[src/rtl/out_port_fifo.sv]
// Output-port FIFO: buffers CPU output-port writes and hands them to a peripheral over valid/ready.
// Optional OUT_PORT_LAST_EN adds last_out, a copy of the most recently accepted write.
module out_port_fifo #(
    parameter int WIDTH = 4,
    parameter int DEPTH = 4
) (
    input  logic                         clk,
    input  logic                         reset,
    input  logic                         loadOut,
    input  logic [WIDTH-1:0]             bus_in,
    input  logic                         out_ready,
    output logic                         out_valid,
    output logic [WIDTH-1:0]             out_data,
    output logic                         full,
    output logic                         empty,
    output logic [$clog2(DEPTH+1)-1:0]   count,
    output logic                         overflow
`ifdef OUT_PORT_LAST_EN
    ,
    output logic [WIDTH-1:0]             last_out
`endif
);

    localparam int PW = $clog2(DEPTH);
    localparam int CW = $clog2(DEPTH+1);

    logic [WIDTH-1:0] mem_q [DEPTH];
    logic [PW-1:0]    wr_ptr_q;
    logic [PW-1:0]    rd_ptr_q;
    logic [PW-1:0]    rd_ptr_d;
    logic [CW-1:0]    count_q;
    logic [WIDTH-1:0] head_q;
    logic [WIDTH-1:0] head_d;
    logic             overflow_q;
    logic             push;
    logic             pop;

    assign full      = (count_q == CW'(DEPTH));
    assign empty     = (count_q == '0);
    assign out_valid = !empty;
    assign count     = count_q;
    assign out_data  = head_q;
    assign overflow  = overflow_q;

    // A push into a full FIFO is accepted when the head is consumed on the same edge.
    assign pop      = !empty && out_ready;
    assign push     = loadOut && (!full || pop);
    assign rd_ptr_d = rd_ptr_q + PW'(pop);

    // The head register is preloaded with the next entry so the output needs no read cycle.
    always_comb begin
        head_d = head_q;
        if (push && (count_q == CW'(pop))) begin
            head_d = bus_in;
        end else if (count_q > CW'(pop)) begin
            head_d = mem_q[rd_ptr_d];
        end
    end

    always_ff @(posedge clk) begin
        if (push) begin
            mem_q[wr_ptr_q] <= bus_in;
        end
    end

    always_ff @(posedge clk or negedge reset) begin
        if (!reset) begin
            wr_ptr_q   <= '0;
            rd_ptr_q   <= '0;
            count_q    <= '0;
            head_q     <= '0;
            overflow_q <= 1'b0;
        end else begin
            rd_ptr_q <= rd_ptr_d;
            head_q   <= head_d;
            if (push) begin
                wr_ptr_q <= wr_ptr_q + PW'(1);
            end
            case ({push, pop})
                2'b10:   count_q <= count_q + CW'(1);
                2'b01:   count_q <= count_q - CW'(1);
                default: count_q <= count_q;
            endcase
            if (loadOut && !push) begin
                overflow_q <= 1'b1;
            end
        end
    end

`ifdef OUT_PORT_LAST_EN
    logic [WIDTH-1:0] last_q;

    always_ff @(posedge clk or negedge reset) begin
        if (!reset) begin
            last_q <= '0;
        end else if (push) begin
            last_q <= bus_in;
        end
    end

    assign last_out = last_q;
`endif

endmodule

[config.mk]
export PLATFORM = sky130hd
export DESIGN_NAME = out_port_fifo
export DESIGN_NICKNAME = d
export VERILOG_FILES = /design/src/rtl/out_port_fifo.sv
export SDC_FILE = /design/constraint.sdc
export NUM_CORES = 1
export LEC_CHECK = 0
export ABC_AREA = 1
export CELL_PAD_IN_SITES_DETAIL_PLACEMENT = 1
export CELL_PAD_IN_SITES_GLOBAL_PLACEMENT = 2
export CORE_UTILIZATION = 30
export CTS_BUF_LIST = sky130_fd_sc_hd__clkbuf_4 sky130_fd_sc_hd__clkbuf_8 sky130_fd_sc_hd__clkbuf_16
export CTS_CLUSTER_DIAMETER = 30
export CTS_CLUSTER_SIZE = 28
export DETAILED_ROUTE_END_ITERATION = 8
export PLACE_DENSITY_LB_ADDON = 0.1
export SLEW_MARGIN = 15
export SYNTH_ARGS = -nofsm -noshare
export SYNTH_HDL_FRONTEND = slang
export SYNTH_SLANG_ARGS = --single-unit
[constraint.sdc]
create_clock -name clk -period 1.8 [get_ports clk]
set_input_delay 0.27 -clock clk [delete_from_list [all_inputs] [get_ports clk]]
set_output_delay 0.27 -clock clk [all_outputs]
set_load 0.1 [all_outputs]
# Word level (Yosys, flattened, before mapping)
# Memory sizes are Yosys's and may differ from the RTL's.
# Cells that the tools add are included.
# totals
memories,1
output_inout_bits,11
mem_bits_rw,16
word_cells,31
reg_bits,12
in_bits,8
# mem_list
name,words,word_bits,rd,rd_ports_with_merged_regs,write_ports,line,text
mem_q,4,4,1,0,1,27,logic [WIDTH-1:0] mem_q [DEPTH];
# op_classes
mux,5
reduce_logical,11
n_lt_le_gt_ge,1
eq_ne,4
addsub,4
# op_table
operator,n
4-bit 2-to-1 mux,2
3-bit case mux with 2 select lines,1
1-bit logical AND,4
2-bit nonzero test,2
3-bit by 1-bit adder with 3-bit output (second input constant),1
3-bit by 1-bit equality test with 1-bit output,1
3-bit equality test (second input constant),1
3-bit by 1-bit greater-than comparator with 1-bit output,1
1-bit logical NOT,3
3-bit logical NOT,1
3-bit by 1-bit subtractor with 3-bit output (second input constant),1
2-bit by 1-bit adder with 2-bit output,1
2-bit by 1-bit adder with 2-bit output (second input constant),1
2-bit by 1-bit equality test with 1-bit output (second input constant),1
2-bit equality test (second input constant),1
1-bit 2-to-1 mux,2
1-bit logical OR,1

# Logic depth before layout (Yosys ltp)
# logic_depth
depth_word,7
mapped_depth,12
ltp_nobuf,11

# Least setup slack after synthesis
# No wires, ideal clock.
# synth_timing
kind,register to register
startpoint,register count_q[2] (netlist: count[2])
endpoint,register head_q[0] (netlist: out_data[0])
path_buffers,1
setup_time_ps,71
synth_period_minus_slack_ps,2702
arrival_ps,2630
t_required_ps,1729
slack_ps,-902
path_stages_with_launch,12
path_cell_list,dfrtp_1 inv_1 nand2_2 nand2_2 inv_1 ha_1 buf_4 o21ai_0 nand2_1 nand2_1 nand2_1 nand3_1
# synth_via
elab_chain_len,7
word_cells_on_any_way,15
classes_between,add/sub: 1; order compare: 1; eq/ne: 2; mux: 2; reduce/logical: 8; memory: 1
# synth_rtl
element,line,text
start: declaration,31,logic [CW-1:0] count_q;
start signal: assignment,80,2'b10: count_q <= count_q + CW'(1);
start signal: assignment,81,2'b01: count_q <= count_q - CW'(1);
start signal: assignment,82,default: count_q <= count_q;
3-bit logical NOT,39,assign empty = (count_q == '0);
1-bit logical NOT,--,
named net out_valid,12,"output logic out_valid,"
1-bit logical AND,46,assign pop = !empty && out_ready;
2-bit by 1-bit adder with 2-bit output,48,assign rd_ptr_d = rd_ptr_q + PW'(pop);
named net rd_ptr_d[0],30,logic [PW-1:0] rd_ptr_d;
memory 4 x 4 bit,--,
4-bit 2-to-1 mux,55,end else if (count_q > CW'(pop)) begin
4-bit 2-to-1 mux,53,if (push && (count_q == CW'(pop))) begin
end signal: assignment,71,head_q <= '0;
end signal: assignment,75,head_q <= head_d;
end: declaration,32,logic [WIDTH-1:0] head_q;
# The timed path passes the listed nets, and every way through them passes these cells. The select of a mux whose other input is x is not followed.
# A chain may end at the register's enable or synchronous reset.

# Worst setup path in the final report
# layout_timing
startpoint,register count_q[1] (netlist: count[1])
endpoint,output full
# layout_via
elab_chain_len,1
# layout_rtl
element,line,text
3-bit equality test,38,assign full = (count_q == CW'(DEPTH));
end: declaration,14,"output logic full,"
# Every way passes these cells.

==> key figures <==
Outcome
  – Outcome: finished clean

Setup path
  – Reg-to-reg startpoint: count[1]
  – Slowest cell delay on critical path: 0.50 ns
  – Crit end category: output pin
  – Worst-path cell chain: nor2_4 > buf_4 > nand2_2 > clkinvlp_4 > buf_12
  – Cell depth of the worst flop-to-flop path: 12
  – Worst path top cell family by delay: flip-flops
  – WP buf/inv: 3
  – Worst setup SP type: flop
  – Levels on crit path: 5
  – Crit Path Category: flop to output pin
  – Worst-path fanout max: 3
  – Max stage delay cell, worst path: dfrtp_4
  – Reg2Reg Capture Point: out_data[0]
  – Worst reg2reg setup slack: 0.09 ns
  – CP arrival: 1.48 ns
  – Critical Path RT: 1.53 ns

Route
  – Drt pass-1 iters: 4
  – Post-route DRC: 0
  – First DRT Iteration DRCs: 43
  – Routed Wire Length: 3310 um
  – Drt wl/cell: 14.3 um
  – DR vias: 1080
  – Post-route ant nets: 0
  – Drt via density: 4.66

Timing
  – Slew Limit Fails: 0
  – Final Cycle Share: 97.0%
  – Final min period: 1.75 ns
  – RSZ-0062 raised after global routing: yes
  – Max Clk Rate: 573 MHz
  – Final hold vios: 0
  – Slew @ Worst Pin: 0.586 ns
  – Final setup vio count: 0
  – Fin Clk Skew: 0.00447 ns
  – Max-slew headroom: 60.8%

Cells and area
  – Multi-input logic area: 526 um^2
  – Ant. Diodes: 0
  – Finished Cell Area: 0.00198 mm^2
  – Post-route insts no fill: 232
  – Fin nets: 195
  – Most frequent cells in the layout: nand2_1 (33), buf_4 (24), inv_1 (18)
  – Commonest non-fill, non-tap cell in the layout: nand2_1
  – FILL cells: 484
  – Area added between synthesis and finish: 44.7%
  – Seq. cell area: 792 um^2
  – Layout cells sized above 1: 35.6%

Placed design
  – Placed Cells: 220
  – DPL Wire Length: 2570 um
  – Port Buffers: 18
  – Post-placement cell area: 0.00181 mm^2
  – Gp weighted congestion: 0.702

Yosys
  – Avg Inst Size Synth: 9.89 um^2
  – Cell area after synthesis: 0.00137 mm^2
  – Yosys cell types: 24
  – Yosys reg bits: 28
  – Sequential-to-total area share from yosys stat: 57.2%
  – Synth warn: 0
  – Mapped Cells: 138
  – Synthesized Nets: 152

Global routing
  – Vias in the first global route: 1119
  – Largest net degree at the start of global routing: 18
  – First-pass GRT wire length: 5530 um
  – Grt total ovfl: 0
  – GRT Total Usage: 14.9%
  – Initial antenna violation count: 0

Run
  – Max cap viols: 0

Die
  – Top Ports: 19
  – Initial Util: 31.4%
  – Die area: 0.00482 mm^2
  – Rows: 24
  – Area of the core: 0.00435 mm^2
  – Die X: 69.5 um
  – Die height: 69.5 um

Clock network
  – Post-CTS Hold Buffers: 0
  – Clock Path Buffers: 2
  – Cts bufs inserted: 3
  – Reg clk slew, reported paths: 0.10 ns
  – Clock tree from TritonCTS: done
  – Clock Latency Late Sink: 0.27 ns
  – CTS root buf: clkbuf_8
  – H-tree depth: 1
  – Clock sinks: 28

Hold path
  – Hold Crit Class: input pin to asynchronous set/reset pin
-- how the worst max path moves through the flow --
stage | to | slack, ns | startpoint
2_1_floorplan | out_data[0] | -0.17 | count[0]
3_3_place_gp | out_data[1] | 0.03 | out_ready
3_5_place_dp | count[2] | -0.08 | out_ready
4_1_cts | empty | 0.007 | count[1]
5_1_grt | count[1] | -0.02 | count[1]
6_report | full | 0.05 | count[1]
-- cell usage after synthesis, drive strengths merged --
cell	count	area, um^2
buf	2	18.8
xor2	1	8.76
nor2	8	42.5
a21oi	1	8.76
xnor2	1	16.3
nand2	39	156
o21ai	10	53.8
ha	5	62.6
nand3b	1	7.51
edfxtp	16	480
nand4	2	12.5
inv	25	93.8
fa	1	20.0
dfrtp	12	300
nand3	13	75.1
o21bai	1	7.51
-- stage by stage --
stage	setup TNS [ns]	setup WS [ns]	hold slack (ns)	utilization, %
finish	0	0.0538	0.357	45.4
floorplan	-0.901	-0.171	-0.0256	-
CTS	0	0.00737	0.382	43.3
global route	-0.0592	-0.0168	0.406	45.4
global placement	0	0.0290	0.487	41.7
detailed placement	-0.0775	-0.0775	0.463	41.7
-- flip-flops by register name (all words and copies together) (netlist names) --
register  count
out_data      4
wr_ptr_q      2
rd_ptr_q      2
mem_q        16
count         3
overflow      1
-- timing repair --
item / in CTS / in global routing
hold endpoints to repair: 0 / 0
resized for setup: 0 / 11
setup buffers: 0 / 8
setup endpoints to repair: 0 / 8
-- per-layer routing --
layer | global-route usage, % | vias to the layer above | share of wire (%)
met3 | 2.91 | 4 | 3.9
met4 | 5.44 | 0 | 1.7
met2 | 24.1 | 12 | 49
met1 | 19.9 | 537 | 45
met5 | 0 | - | 0
li1 | - | 527 | -
-- cell families after synthesis --
kind of cell	share of synthesized area, %
fa+ha+maj	6.05
simple gates	21.5
buf+inv	8.25
compound gates	5.13
xor+xnor	1.83
flops	57.2
-- layout make-up --
class	count	area share (%)
multi-input combinational	83	26.6
clock buffer	3	2.09
sequential	28	40.1
tap	52	3.29
clock inverter	1	1.52
inverter	25	5.07
timing repair buffer	40	21.3
Power is left out: the tool's default activity adds up to more than one toggle a clock period on the data nets, which glitch-free logic cannot reach.
==> edit 1, RTL diff (same settings) <==
The parameter `WIDTH` goes from 4 to 5.
--- a/src/rtl/out_port_fifo.sv
+++ b/src/rtl/out_port_fifo.sv
@@ -3,3 +3,3 @@
 module out_port_fifo #(
-    parameter int WIDTH = 4,
+    parameter int WIDTH = 5,
     parameter int DEPTH = 4
Ports: changed (resized bus_in and out_data); port bits go from 19 to 21. The function was not compared with the original's and may differ.
==> edit 1 against the unedited design <==
Synthesized area increased by 9.6%; routed wire length increased by 12%; setup slack got worse by 40 ps; non-clock buffer count fell by 1; utilization grew 0.71 points; final area increased by 11%; die area rose by 9.3%; cell count is 8.2% higher; sequential cell count up 5; clock skew grew 1.3 ps; sequential share of layout area rose by 2.7 points; critical endpoint is now out_data[1]$_DFFE_PN0P_; highest routed layer unchanged.
Power is not shown: default switching activity piles up to over one toggle a cycle in this logic, so the estimate is an artifact.
==> edit 1: results (changes against the unedited design) <==
global_route:
  grt_start_max_net_pins: 12  # -6
  met3_usage_pct: 2.901  # -0.0064 points
  grt_pass1_vias: 1252  # +12%
  use_met1_pct: 20.37  # +0.47 points
  grt_pass1_wl_um: 6189  # +12%
  grt_usage_pct: 16.06  # +1.1 points
finish:
  buffers_excl_clock: 39  # -2.5%
  fillCellCount: 520  # +7.4%
  nNonClkInverters: 18  # -28%
  nMultiInputCombCells: 86  # +3.6%
  syn_to_final_growth_pct: 46.40
synthesis:
  syn-num-nets: 155  # +2.0%
  synthArstFlopShare_pct: 39.39  # -3.5 points
  ys_seq_area_share_pct: 61.87  # +4.7 points
  synth-edff-count: 20  # +4
critical_path:
  ff2ff_setup_slack_ps: 10  # -80 ps
  reg2reg_from: "count[0]$_DFFE_PN0P_"
  crit_fanout: 10  # +7
place:
  placed_area_um2: 2042  # +13%
  dp_hpwl_um: 2894  # +12%
detailed_routing:
  wl_met1_um: 1746  # +16%
  wl_um: 3699  # +12%
run_status:
  outcome: "finished, final reports clean"
sta:
  fin_worst_skew_ps: 5.724  # +1.250 ps
cts:
  ctsResizeCount: 3  # +3
-- edit 1: changes by cell type after synthesis, moves of 2 or more --
| cell | change |
|---|---|
| nor2_1 | +2 |
| xor2_1 | +2 |
| nand3_1 | +8 |
| inv_1 | -7 |
| nand3_2 | -2 |
| o21ai_0 | -8 |
| o211ai_1 | +5 |
| edfxtp_1 | +4 |
-- edit 1: worst max-delay path by stage --
| stage | cells after the start | end | from |
|---|---|---|---|
| CTS | 10 | out_data[1]$_DFFE_PN0P_ | count[0]$_DFFE_PN0P_ |
| detailed placement | 9 | out_data[1]$_DFFE_PN0P_ | out_ready |
| finish | 10 | out_data[1]$_DFFE_PN0P_ | count[0]$_DFFE_PN0P_ |
| global route | 10 | out_data[1]$_DFFE_PN0P_ | count[0]$_DFFE_PN0P_ |
| floorplan | 10 | out_data[0]$_DFFE_PN0P_ | count[1]$_DFFE_PN0P_ |
| global placement | 9 | count[2]$_DFFE_PN0P_ | loadOut |
-- edit 1: kinds of logic (layout without fill, tap and decap cells) --
family / count (synthesis) / after routing / share of synthesized area, %
flip-flops: 33 / 33 / 61.87
XOR/XNOR: 3 / 3 / 1.756
AO/OA/AOI/OAI: 10 / 10 / 5.435
buffers and inverters: 21 / 65 / 5.852
AND/OR/NAND/NOR: 67 / 67 / 19.57
adder cells (fa/ha/maj): 6 / 6 / 5.518
-- edit 1: per-stage QoR --
step | cells | setup slack (ps) | hold slack [ps] | TNS (ps)
finish | 251 | 13.60 | 306.0 | 0
global placement | 243 | -118.9 | 456.9 | -445.8
floorplan | 140 | -217.5 | -25.59 | -1354
global route | 251 | -102.0 | 333.2 | -367.4
CTS | 251 | -6.560 | 312.9 | -6.560
detailed placement | 243 | -111.4 | 461.9 | -1869
==> edit 2, RTL diff (config.mk and constraints unchanged) <==
Made on the original files. Put one more register stage on the output `count`. The value now appears one clock later. The other outputs are not delayed to match.
--- a/src/rtl/out_port_fifo.sv
+++ b/src/rtl/out_port_fifo.sv
@@ -40,3 +40,5 @@
     assign out_valid = !empty;
-    assign count     = count_q;
+    always_ff @(posedge clk) begin
+        count <= count_q;
+    end
     assign out_data  = head_q;
Formal check against the unedited RTL: not equivalent (Yosys sat finds a counterexample within 4 cycles, from zero or initial values and one cycle with reset low).
==> edit 2 against the unedited design <==
Global-route usage shrank 0.58 points; synthesized area grew 0.64%; sequential cell count grew 3; largest cell class unchanged; routed wire length shrank 6.9%; critical endpoint is now out_data[2]$_DFFE_PN0P_; setup slack gained 10 ps; final area shrank 3.5%; hold slack lost 5.5 ps.
Power is left out: the tool's default activity adds up to more than one toggle a clock period on the data nets, which glitch-free logic cannot reach.
==> edit 2: results (changes against the unedited design) <==
detailed_routing:
  vias: 990  # -8.3%
  drt_iter0_drc: 30  # -30%
finish:
  drive_gt1_share_pct: 30.36  # -5.2 points
  stdcell_count: 220  # -5.2%
  fillCellCount: 490  # +1.2%
  nNetsFinal: 182  # -6.7%
global_route:
  grt_start_max_net_pins: 13  # -5
  grt_pass1_vias: 1084  # -3.1%
sta:
  relSlewSlack_pct: 61.81  # +1.0 points
  fin_crit_sh_pct: 96.44  # -0.56 points
  fin_worst_skew_ps: 4.064  # -0.4107 ps
  whs_ps: 351.1  # -5.465 ps
synthesis:
  ys_seq_area_share_pct: 61.20  # +4.0 points
  synth_fa_ha_area_share_pct: 6.011  # -0.039 points
  synth-compound-area-share_pct: 5.647  # +0.51 points
  synth_top_cells_by_area: "edfxtp_1, dfrtp_1, nand2_1"
  synth.distinct_cells: 23  # -4.2%
  synth_xor_xnor_area_share_pct: 2.459  # +0.63 points
  yosys-top-cells-count: "nand2_1, inv_1, edfxtp_1, nand3_1, dfrtp_1"
critical_path:
  cp_slowest_cell: "dfrtp_1"
  crit_fanout: 6  # +3
  r2r-end: "out_data[2]$_DFFE_PN0P_"
  cp.arrival_ps: 1890  # +410 ps
  crit_path_max_incr_delay_ps: 410  # -90 ps
  path_delay_family: "simple AND/OR/NAND/NOR gates"
  reg2reg_from: "count_q[1]$_DFFE_PN0P_"
place:
  placed_area_um2: 1789  # -1.4%
  placed_cells: 210  # -4.5%
cts:
  cts_buffers: 5  # +2
  cts.clk_slew.worst_paths_ps: 60  # -40 ps
run_status:
  outcome: "finished, final reports clean"
## edit 2: layout make-up
| type | instances | area (um^2) | share of cell area, % |
|---|---|---|---|
| multi-input combinational | 76 | 504.2 | 26.46 |
| timing repair buffer | 36 | 347.8 | 18.25 |
| inverter | 18 | 70.07 | 3.677 |
| clock buffer | 5 | 68.82 | 3.611 |
| sequential | 31 | 840.8 | 44.12 |
| clock inverter | 2 | 8.758 | 0.4596 |
| tap | 52 | 65.06 | 3.414 |
## edit 2: worst max-delay path by stage
stage / end / from / cells past startpoint
floorplan: out_data[1]$_DFFE_PN0P_ / count_q[0]$_DFFE_PN0P_ / 11
global placement: count_q[2]$_DFFE_PN0P_ / out_ready / 8
detailed placement: count_q[2]$_DFFE_PN0P_ / out_ready / 8
CTS: count_q[2]$_DFFE_PN0P_ / count_q[0]$_DFFE_PN0P_ / 10
global route: out_data[2]$_DFFE_PN0P_ / count_q[1]$_DFFE_PN0P_ / 10
finish: out_data[2]$_DFFE_PN0P_ / count_q[1]$_DFFE_PN0P_ / 10
## edit 2: cells by family (layout without fill, tap and decap cells)
| family | after synthesis | after routing |
|---|---|---|
| simple gates | 58 | 58 |
| flops | 31 | 31 |
| xor+xnor | 3 | 3 |
| compound gates | 9 | 9 |
| buf+inv | 20 | 61 |
| fa+ha+maj | 6 | 6 |
## edit 2: repair_timing
item / 4_1_cts / 5_1_grt
gates resized for setup: 0 / 4
endpoints found under the setup margin: 0 / 6
setup buffers: 0 / 3
## edit 2: metal layers
metal  global-route usage (%)  up-vias  share of wire, %
met5                        0        -                 0
met4                    8.667        0               2.8
met3                    3.634        8               2.4
met2                    21.25       15                46
met1                    18.84      475                49
li1                         -      492                 -
